### config.mk
export PLATFORM = sky130hd
export DESIGN_NAME = option_price_sched
export DESIGN_NICKNAME = d
export VERILOG_FILES = /design/src/rtl/option_pkg.sv /design/src/rtl/rr_arbiter.sv /design/src/rtl/option_price_sched.sv
export SDC_FILE = /design/constraint.sdc
export NUM_CORES = 1
export LEC_CHECK = 0
export CORE_AREA = 3 3 407 409
export CTS_BUF_LIST = sky130_fd_sc_hd__clkbuf_4
export CTS_CLUSTER_SIZE = 10
export DETAILED_ROUTE_END_ITERATION = 8
export DIE_AREA = 0 0 410 412
export GPL_TIMING_DRIVEN = 0
export PLACE_DENSITY = 0.35
export SYNTH_ARGS = -nofsm -noshare
export SYNTH_HDL_FRONTEND = slang
export SYNTH_SLANG_ARGS = --single-unit
### constraint.sdc
create_clock -name clk -period 4.8 [get_ports clk]
set_clock_uncertainty 0.1 [all_clocks]
set_input_delay 0.48 -clock clk [delete_from_list [all_inputs] [get_ports clk]]
set_output_delay 0.48 -clock clk [all_outputs]
set_load 0.01 [all_outputs]
### src/rtl/option_pkg.sv
// Shared types and constants for the option-pricing datapath.
// Q16.16 fixed point, scheduler state encoding and the operand bundle layout
// that the engine wrapper also uses.
package option_pkg;

  localparam int          FRAC_BITS = 16;
  localparam logic [31:0] ONE_Q     = 32'h0001_0000;
  localparam int          OPW       = 32;

  typedef enum logic [1:0] {
    IDLE  = 2'd0,
    ISSUE = 2'd1,
    WAIT  = 2'd2,
    RESP  = 2'd3
  } state_e;

  typedef struct packed {
    logic [OPW-1:0] rate;
    logic [OPW-1:0] timetm;
    logic [OPW-1:0] spot;
    logic [OPW-1:0] strike;
    logic [OPW-1:0] nd1;
    logic [OPW-1:0] nd2;
    logic           otype;
  } opnd_t;

endpackage

### src/rtl/rr_arbiter.sv
// Round-robin arbiter: grants the first active request at or after ptr_i,
// wrapping modulo NREQ. Purely combinational; grant is all-zero when en_i is low.
module rr_arbiter #(
  parameter int NREQ = 4,
  parameter int IDW  = 2
) (
  input  logic [NREQ-1:0] req_i,
  input  logic [IDW-1:0]  ptr_i,
  input  logic            en_i,
  output logic [NREQ-1:0] gnt_o,
  output logic [IDW-1:0]  idx_o
);

  logic [IDW-1:0] cand;
  logic           found;

  // Scan from the pointer position and pick the first asserted request.
  always_comb begin
    gnt_o = '0;
    idx_o = '0;
    found = 1'b0;
    cand  = '0;
    for (int k = 0; k < NREQ; k++) begin
      cand = IDW'((int'(ptr_i) + k) % NREQ);
      if (en_i && !found && req_i[cand]) begin
        gnt_o[cand] = 1'b1;
        idx_o       = cand;
        found       = 1'b1;
      end
    end
  end

endmodule

### src/rtl/option_price_sched.sv
// Round-robin scheduler sharing one Black-Scholes engine between NREQ requesters.
// One job in flight: IDLE (grant/latch) -> ISSUE (start pulse) -> WAIT (engine)
// -> RESP (hold tagged price until accepted).
// Optional watchdog on the WAIT state enabled by macro PRICE_TIMEOUT_EN.
module option_price_sched
  import option_pkg::*;
#(
  parameter int WIDTH          = 32,
  parameter int NREQ           = 4,
  parameter int IDW            = 2,
  parameter int TIMEOUT_CYCLES = 64
) (
  input  logic                  clk,
  input  logic                  reset_n,
  input  logic [NREQ-1:0]       req_valid,
  output logic [NREQ-1:0]       req_ready,
  input  logic [NREQ*WIDTH-1:0] req_rate,
  input  logic [NREQ*WIDTH-1:0] req_timetm,
  input  logic [NREQ*WIDTH-1:0] req_spot,
  input  logic [NREQ*WIDTH-1:0] req_strike,
  input  logic [NREQ*WIDTH-1:0] req_nd1,
  input  logic [NREQ*WIDTH-1:0] req_nd2,
  input  logic [NREQ-1:0]       req_otype,
  output logic                  eng_start,
  output logic [WIDTH-1:0]      eng_rate,
  output logic [WIDTH-1:0]      eng_timetm,
  output logic [WIDTH-1:0]      eng_spot,
  output logic [WIDTH-1:0]      eng_strike,
  output logic [WIDTH-1:0]      eng_nd1,
  output logic [WIDTH-1:0]      eng_nd2,
  output logic                  eng_otype,
  input  logic                  eng_done,
  input  logic [WIDTH-1:0]      eng_price,
  output logic                  rsp_valid,
  input  logic                  rsp_ready,
  output logic [IDW-1:0]        rsp_id,
  output logic [WIDTH-1:0]      rsp_price,
  output logic                  rsp_err,
  output logic                  busy
);

  state_e         state_q, state_d;
  logic [IDW-1:0] ptr_q, ptr_d;
  logic [IDW-1:0] id_q;
  logic [IDW-1:0] gnt_idx;
  logic [NREQ-1:0] gnt;
  logic           accept;
  logic           load_op;
  logic           load_rsp;
  logic [WIDTH-1:0] price_d;
  logic [WIDTH-1:0] rate_q, timetm_q, spot_q, strike_q, nd1_q, nd2_q, price_q;
  logic             otype_q;

  rr_arbiter #(
    .NREQ (NREQ),
    .IDW  (IDW)
  ) u_arb (
    .req_i (req_valid),
    .ptr_i (ptr_q),
    .en_i  (state_q == IDLE),
    .gnt_o (gnt),
    .idx_o (gnt_idx)
  );

  assign accept    = |gnt;
  assign req_ready = gnt;
  assign eng_start = (state_q == ISSUE);
  assign rsp_valid = (state_q == RESP);
  assign busy      = (state_q != IDLE);

  assign eng_rate   = rate_q;
  assign eng_timetm = timetm_q;
  assign eng_spot   = spot_q;
  assign eng_strike = strike_q;
  assign eng_nd1    = nd1_q;
  assign eng_nd2    = nd2_q;
  assign eng_otype  = otype_q;
  assign rsp_id     = id_q;
  assign rsp_price  = price_q;

`ifdef PRICE_TIMEOUT_EN
  localparam int CNTW = $clog2(TIMEOUT_CYCLES + 1);
  logic [CNTW-1:0] cnt_q, cnt_d;
  logic            err_q, err_d;
  assign rsp_err = err_q;
`else
  logic unused_timeout;
  assign unused_timeout = (TIMEOUT_CYCLES != 0);
  assign rsp_err        = 1'b0;
`endif

  // Next-state, pointer advance and capture strobes for the job sequence.
  always_comb begin
    state_d  = state_q;
    ptr_d    = ptr_q;
    load_op  = 1'b0;
    load_rsp = 1'b0;
    price_d  = price_q;
`ifdef PRICE_TIMEOUT_EN
    cnt_d = cnt_q;
    err_d = err_q;
`endif
    case (state_q)
      IDLE: begin
        if (accept) begin
          load_op = 1'b1;
          state_d = ISSUE;
          ptr_d   = (gnt_idx == IDW'(NREQ - 1)) ? '0 : gnt_idx + IDW'(1);
        end
      end
      ISSUE: begin
        state_d = WAIT;
`ifdef PRICE_TIMEOUT_EN
        cnt_d = '0;
`endif
      end
      WAIT: begin
        if (eng_done) begin
          state_d  = RESP;
          price_d  = eng_price;
          load_rsp = 1'b1;
`ifdef PRICE_TIMEOUT_EN
          err_d = 1'b0;
`endif
        end
`ifdef PRICE_TIMEOUT_EN
        else begin
          cnt_d = cnt_q + CNTW'(1);
          if (cnt_d == CNTW'(TIMEOUT_CYCLES)) begin
            state_d  = RESP;
            price_d  = '0;
            load_rsp = 1'b1;
            err_d    = 1'b1;
          end
        end
`endif
      end
      RESP: begin
        if (rsp_ready) state_d = IDLE;
      end
      default: state_d = IDLE;
    endcase
  end

  // Control state: FSM and round-robin pointer.
  always_ff @(posedge clk or negedge reset_n) begin
    if (!reset_n) begin
      state_q <= IDLE;
      ptr_q   <= '0;
`ifdef PRICE_TIMEOUT_EN
      cnt_q <= '0;
      err_q <= 1'b0;
`endif
    end else begin
      state_q <= state_d;
      ptr_q   <= ptr_d;
`ifdef PRICE_TIMEOUT_EN
      cnt_q <= cnt_d;
      err_q <= err_d;
`endif
    end
  end

  // Datapath: latch the granted bundle/ID on accept, the price on completion.
  always_ff @(posedge clk or negedge reset_n) begin
    if (!reset_n) begin
      rate_q   <= '0;
      timetm_q <= '0;
      spot_q   <= '0;
      strike_q <= '0;
      nd1_q    <= '0;
      nd2_q    <= '0;
      otype_q  <= 1'b0;
      id_q     <= '0;
      price_q  <= '0;
    end else begin
      if (load_op) begin
        rate_q   <= req_rate[gnt_idx*WIDTH +: WIDTH];
        timetm_q <= req_timetm[gnt_idx*WIDTH +: WIDTH];
        spot_q   <= req_spot[gnt_idx*WIDTH +: WIDTH];
        strike_q <= req_strike[gnt_idx*WIDTH +: WIDTH];
        nd1_q    <= req_nd1[gnt_idx*WIDTH +: WIDTH];
        nd2_q    <= req_nd2[gnt_idx*WIDTH +: WIDTH];
        otype_q  <= req_otype[gnt_idx];
        id_q     <= gnt_idx;
      end
      if (load_rsp) price_q <= price_d;
    end
  end

endmodule
* After elaboration in Yosys (flattened, before gate mapping)
Index checks and enable logic that the tools add are counted.
** Word-level totals
- Input port bits :: 812
- Register bits :: 231
- Word-level logic and storage cells :: 98
- Output and inout bits :: 235
** Cells by class
- Magnitude comparators :: 9
- Bitwise gates (word level) :: 3
- Reductions and logical operators :: 20
- Add/sub/neg operators :: 4
- Equality and inequality tests :: 7
- Shifts and indexed selects :: 6
- Muxes and demuxes :: 38
** Operators with widths (number)
- $shiftx A128 B8 Y32 :: 6
- $mux W1 :: 16
- $mux W2 :: 8
- $mux W4 :: 4
- $lt A2 B3 Y1 const B :: 5
- $or A4 B4 Y4 :: 3
- $logic_and A1 B1 Y1 :: 11
- $bmux W1 S2 :: 5
- $demux W1 S2 :: 4
- $ge A2 B1 Y1 const B :: 4
- $pmux W2 S4 :: 1
- $eq A2 B2 Y1 const B :: 3
- $reduce_and A3 Y1 :: 2
- $add A2 B1 Y2 const B :: 2
- $add A2 B2 Y2 const B :: 2
- $ne A2 B2 Y1 const B :: 2
- $reduce_or A4 Y1 :: 1
- $logic_not A1 Y1 :: 3
- $eq A2 B1 Y1 const B :: 1
- $logic_not A2 Y1 :: 1
- $ne A2 B1 Y1 const B :: 1
- $reduce_and A2 Y1 :: 1
- $reduce_bool A2 Y1 :: 1

* Logic depth before layout (Yosys ltp)
- Word-level depth :: 19
- Gate-level depth with buffers :: 14

* Cells and area by module
Synthesis repeated with hierarchy kept, for this count alone.
** Unflattened totals
- Cells, all modules :: 811
- Area total of the unflattened synthesis :: 13815.8 µm²
** By module, submodules not included
- option_price_sched :: area an instance 13178.9 µm², times used 1, sequential area each 5780.5 µm², cells an instance 740
- rr_arbiter :: area an instance 636.9 µm², times used 1, sequential area each 0.0 µm², cells an instance 71

* Least setup slack after synthesis
No wires, ideal clock.
- Path kind :: register to register
- From :: register ptr_q[1]
- To :: register nd1_q[0] (netlist: eng_nd1[0])
- Clock period less this slack :: 3.710 ns
- Data required time :: 4.575 ns
- Stages on the path, launching flop included :: 13
- Setup time :: 0.125 ns
- Path slack :: 1.090 ns
- Arrival :: 3.485 ns
- Path buffers :: 4
- Cell sequence :: dfrtp_1 > clkbuf_1 > inv_1 > ha_1 > mux4_2 > buf_2 > o21ai_1 > a32oi_2 > inv_2 > clkbuf_1 > clkbuf_1 > mux4_2 > mux2_2
** Between the ends
- Longest elaborated chain between the ends :: 19
- Elaborated cells on any way between the ends :: 59
- Classes of those cells :: add/sub: 3; order compare: 8; shift: 1; mux: 29; bitwise: 3; reduce/logical: 15
** Ends and longest elaborated chain
- start: declaration :: line option_price_sched.sv:43 : logic [IDW-1:0] ptr_q, ptr_d;
- start signal: assignment :: line option_price_sched.sv:156 : ptr_q <= ptr_d;
- parallel branches: the longest is 19 deep, another holds $add A2 B1 Y2
- end signal: assignment :: line option_price_sched.sv:182 : nd1_q <= req_nd1[gnt_idx*WIDTH +: WIDTH];
- end: declaration :: line option_price_sched.sv:51 : logic [WIDTH-1:0] rate_q, timetm_q, spot_q, strike_q, nd1_q, nd2_q, price_q;
Several ways; the timed one is not identified. The select of a mux whose other input is x is not followed.
A chain may end at the register's enable or synchronous reset.

* Final worst setup path
- From :: register ptr_q[0]
- To :: register strike_q[19] (netlist: eng_strike[19])
** Between the ends
- Longest elaborated chain between the ends :: 19
- Elaborated cells on any way between the ends :: 59
- Classes of those cells :: add/sub: 3; order compare: 8; shift: 1; mux: 29; bitwise: 3; reduce/logical: 15
** Ends and longest elaborated chain
- parallel branches: the longest is 19 deep, another holds $add A2 B1 Y2
- end signal: assignment :: line option_price_sched.sv:181 : strike_q <= req_strike[gnt_idx*WIDTH +: WIDTH];
- end: declaration :: line option_price_sched.sv:51
Several ways; the timed one is not identified. The select of a mux whose other input is x is not followed.

==> results.txt <==
WP data arrival - 5.17 ns
Slew HR - 32.9%
CTS Buffer Depth - 3
Final setup viols - 0
Mapped Nets - 1802
Num CTS Buffers - 86
Clk pin slew, worst setup/hold paths - 0.06 ns
Fin crit period - 4.52 ns
CP Data Required Time - 5.45 ns
Root Driver - clkbuf_4
Pin count of the biggest net entering global routing - 89
Crit path max-delay family - buffers and inverters
Total Routing Usage GR - 13.9%
Postcts setup bufs - 0
CP Cell Sequence - buf_6, inv_1, ha_1, mux4_2, buf_2, o21ai_1, a32oi_4, inv_2, buf_2, clkbuf_2, mux4_2, mux2_2
Number of remaining DRC errors - 0
Top cells by area, synth - dfrtp_1 41%, mux4_2 26%, mux2_2 16%
Max Slew Vio Count - 0
Synthesized area - 14100 um2
Combinational fraction of design power - 63.2%
Post-synth top area cell - dfrtp_1
Synthesis Warnings - 0
Status - complete, no violations
Via/cell ratio - 3.38
Place WS - -0.822 ns
Initial antenna violation count - 59
Post-synth ARST share - 100%
GRT overflow - 0
Reg area - 5780 um2
Final WS setup - 0.285 ns
Top FF cell, synth - dfrtp_1
Fin cells - 4468
Post-Syn Instances - 976
WL final - 122 mm
Crit share post-route - 94.1%
Hold slack - 0.194 ns
Cell Rows - 148
Multi-input gate area - 7780 um2
Worst setup SP type - flop
DR WL/cell - 27.2 um
Design internal power - 9.87 mW
Crit. End Element - flop
HP Class - in2reg
Vias after detailed routing - 15124
Placed cells - 4200
Worst setup path class - reg2reg
TritonCTS clock tree - done
GPL Wtd Cong - 0.854
Port Buf Inserts - 1045
Peak supply drop - 206 uV
Post-route ant nets - 0
Synthesis-to-finish area growth - 110%
Worst-Skew Late Latency - 0.89 ns
NetSw - 6.85 mW
DIE WIDTH - 410 um
Buf/Inv on CP - 6
Register area share after synthesis - 40.9%
Yosys reg bits - 231
Least-Margin Pin Slew - 1.01 ns
Largest stage delay on the critical path - 0.54 ns
Fin nets - 3041
EDFF count, synth - 0
Max H-tree Level - 3
Die area - 169000 um2
I/O pins - 1047
Synth top area share - 40.9%
Sequential Power Share - 21.6%
DRT Pass-1 Iters - 4
# fillers - 17999
DPL Wire Length - 103 mm
Initial Utilization - 8.70%
RSZ-0062 raised after global routing - no
Mean Syn Cell Area - 14.5 um2
Slowest-stage cell, CP - mux4_2
Setup TNS - 0 ns
Utilization after layout - 18.3%
Crit path max fanout - 10
First-pass GRT wire length - 156 mm
Pwr dens - 564 nW/um2
Vias in the first global route - 16573
Max-cap violations - 0
Core area - 162000 um2
Maximum clock frequency - 0.221 GHz
Sw Ratio - 41.0%
Endpoints failing hold - 0
Die Y - 412 um
DR iter-0 viols - 689
Layout cells sized above 1 - 25.2%
CTS sink count - 231
LEAKAGE - 11.0 nW
Clock power share - 15.2%
Distinct cells, synth - 42
-- final cells by class --
class                   instances  share of cell area (%)
repair buffers               1153                    39.2
well taps                    2175                    9.18
plain buffers                  95                    1.87
clock inverters                16                   0.435
clock buffers                 130                    3.29
diodes                         20                   0.169
flip-flops and latches        231                    19.5
multi-input cells             637                    26.2
inverters                      11                   0.139
-- Yosys cell counts (all sizes together), types with 3 or more instances --
| master | number |
|---|---|
| a211oi | 72 |
| a21oi | 8 |
| and3 | 72 |
| buf | 54 |
| clkbuf | 43 |
| dfrtp | 231 |
| ha | 14 |
| inv | 10 |
| mux2 | 195 |
| mux2i | 4 |
| mux4 | 161 |
| nand2 | 43 |
| o21ai | 3 |
| o21bai | 4 |
| o31ai | 37 |
-- worst paths after layout --
path	start	endpoint	slack [ns]	cells past startpoint
max	ptr_q[0]$_DFFE_PN0P_	eng_strike[19]$_DFFE_PN0P_	0.28	12
min	eng_price[8]	rsp_price[8]$_DFFE_PN0P_	0.19	2
max reg2reg	ptr_q[0]$_DFFE_PN0P_	eng_strike[19]$_DFFE_PN0P_	0.28	12
min reg2reg	eng_spot[9]$_DFFE_PN0P_	eng_spot[9]$_DFFE_PN0P_	0.38	2
max in group asynchronous	reset_n	rsp_price[26]$_DFFE_PN0P_	3.29	4
min in group asynchronous	reset_n	eng_rate[22]$_DFFE_PN0P_	0.63	4
-- kinds of logic (layout without fill, tap and decap cells) --
| family | after synthesis | in the layout | synth area share (%) |
|---|---|---|---|
| flip-flops | 231 | 231 | 40.9 |
| AO/OA/AOI/OAI | 133 | 133 | 7.24 |
| buffers and inverters | 108 | 1405 | 4.07 |
| other | 1 | 21 | 0.0265 |
| adder cells (fa/ha/maj) | 14 | 14 | 1.24 |
| AND/OR/NAND/NOR | 129 | 129 | 5.01 |
| multiplexers | 360 | 360 | 41.5 |
-- metal layers --
metal	GRT usage [%]	up-vias	wire length (um)
li1	-	6465	-
met3	5.68	184	11300
met4	4.58	24	3290
met1	15.5	7697	46200
met2	23.8	754	60800
met5	0	-	165
-- worst reg2reg max path, delay by kind of cell (launching register included) --
family | cells | cell delay [ns]
buffers and inverters | 6 | 1.69
adder cells (fa/ha/maj) | 1 | 0.38
multiplexers | 3 | 1.22
AO/OA/AOI/OAI | 2 | 0.54
flip-flops | 1 | 0.45
-- registers in the layout (all words and copies together), names as in the netlist --
signal,flops
eng_strike,32
eng_nd2,32
rsp_id,2
ptr_q,2
eng_timetm,32
eng_otype,1
eng_nd1,32
rsp_price,32
eng_spot,32
state_q,2
eng_rate,32
-- cells in the final DEF, fill, tap and decap left out, types with 2 or more instances in the layout --
cell type,count
nand3b_1,2
nor2_1,2
dfrtp_1,230
and3_1,72
a21oi_1,8
dlygate4sd3_1,103
clkbuf_1,27
mux2i_1,4
a221oi_1,2
clkdlybuf4s50_1,1040
buf_6,17
dlygate4sd2_1,2
diode_2,20
dlymetal6s2s_1,2
ha_1,14
inv_6,2
o21bai_1,3
inv_2,3
a211oi_1,72
clkbuf_2,14
clkinv_1,10
buf_2,27
buf_4,4
mux2_2,195
nand2_1,43
bufinv_16,2
o31ai_1,37
a22oi_1,2
buf_16,3
clkbuf_4,133
inv_1,8
a211o_1,2
buf_1,4
mux4_2,161
-- power groups by stage --
stage,logic [mW],clock network [mW],registers [mW]
final,10.6,2.54,3.61
after global routing,11.4,2.82,3.74
after CTS,10.9,2.76,3.62
after detailed placement,10.8,0,3.62
after global placement,10.8,0,3.62
after floorplan,4.92,0,3.97
-- metrics by stage --
step                      total power [mW]  instance area [um2]
final                                 16.7                29600
after global routing                  18.0                29600
after CTS                             17.3                29600
after detailed placement              14.4                27400
after global placement                14.4                27300
after floorplan                       8.88                14100
-- repair_timing --
item	in CTS	in global routing
pin swaps	0	0
hold endpoints to repair	298	0
gates resized for setup	16	11
endpoints found under the setup margin	173	35
hold buffers	104	0
(Power assumes the default switching activity.)
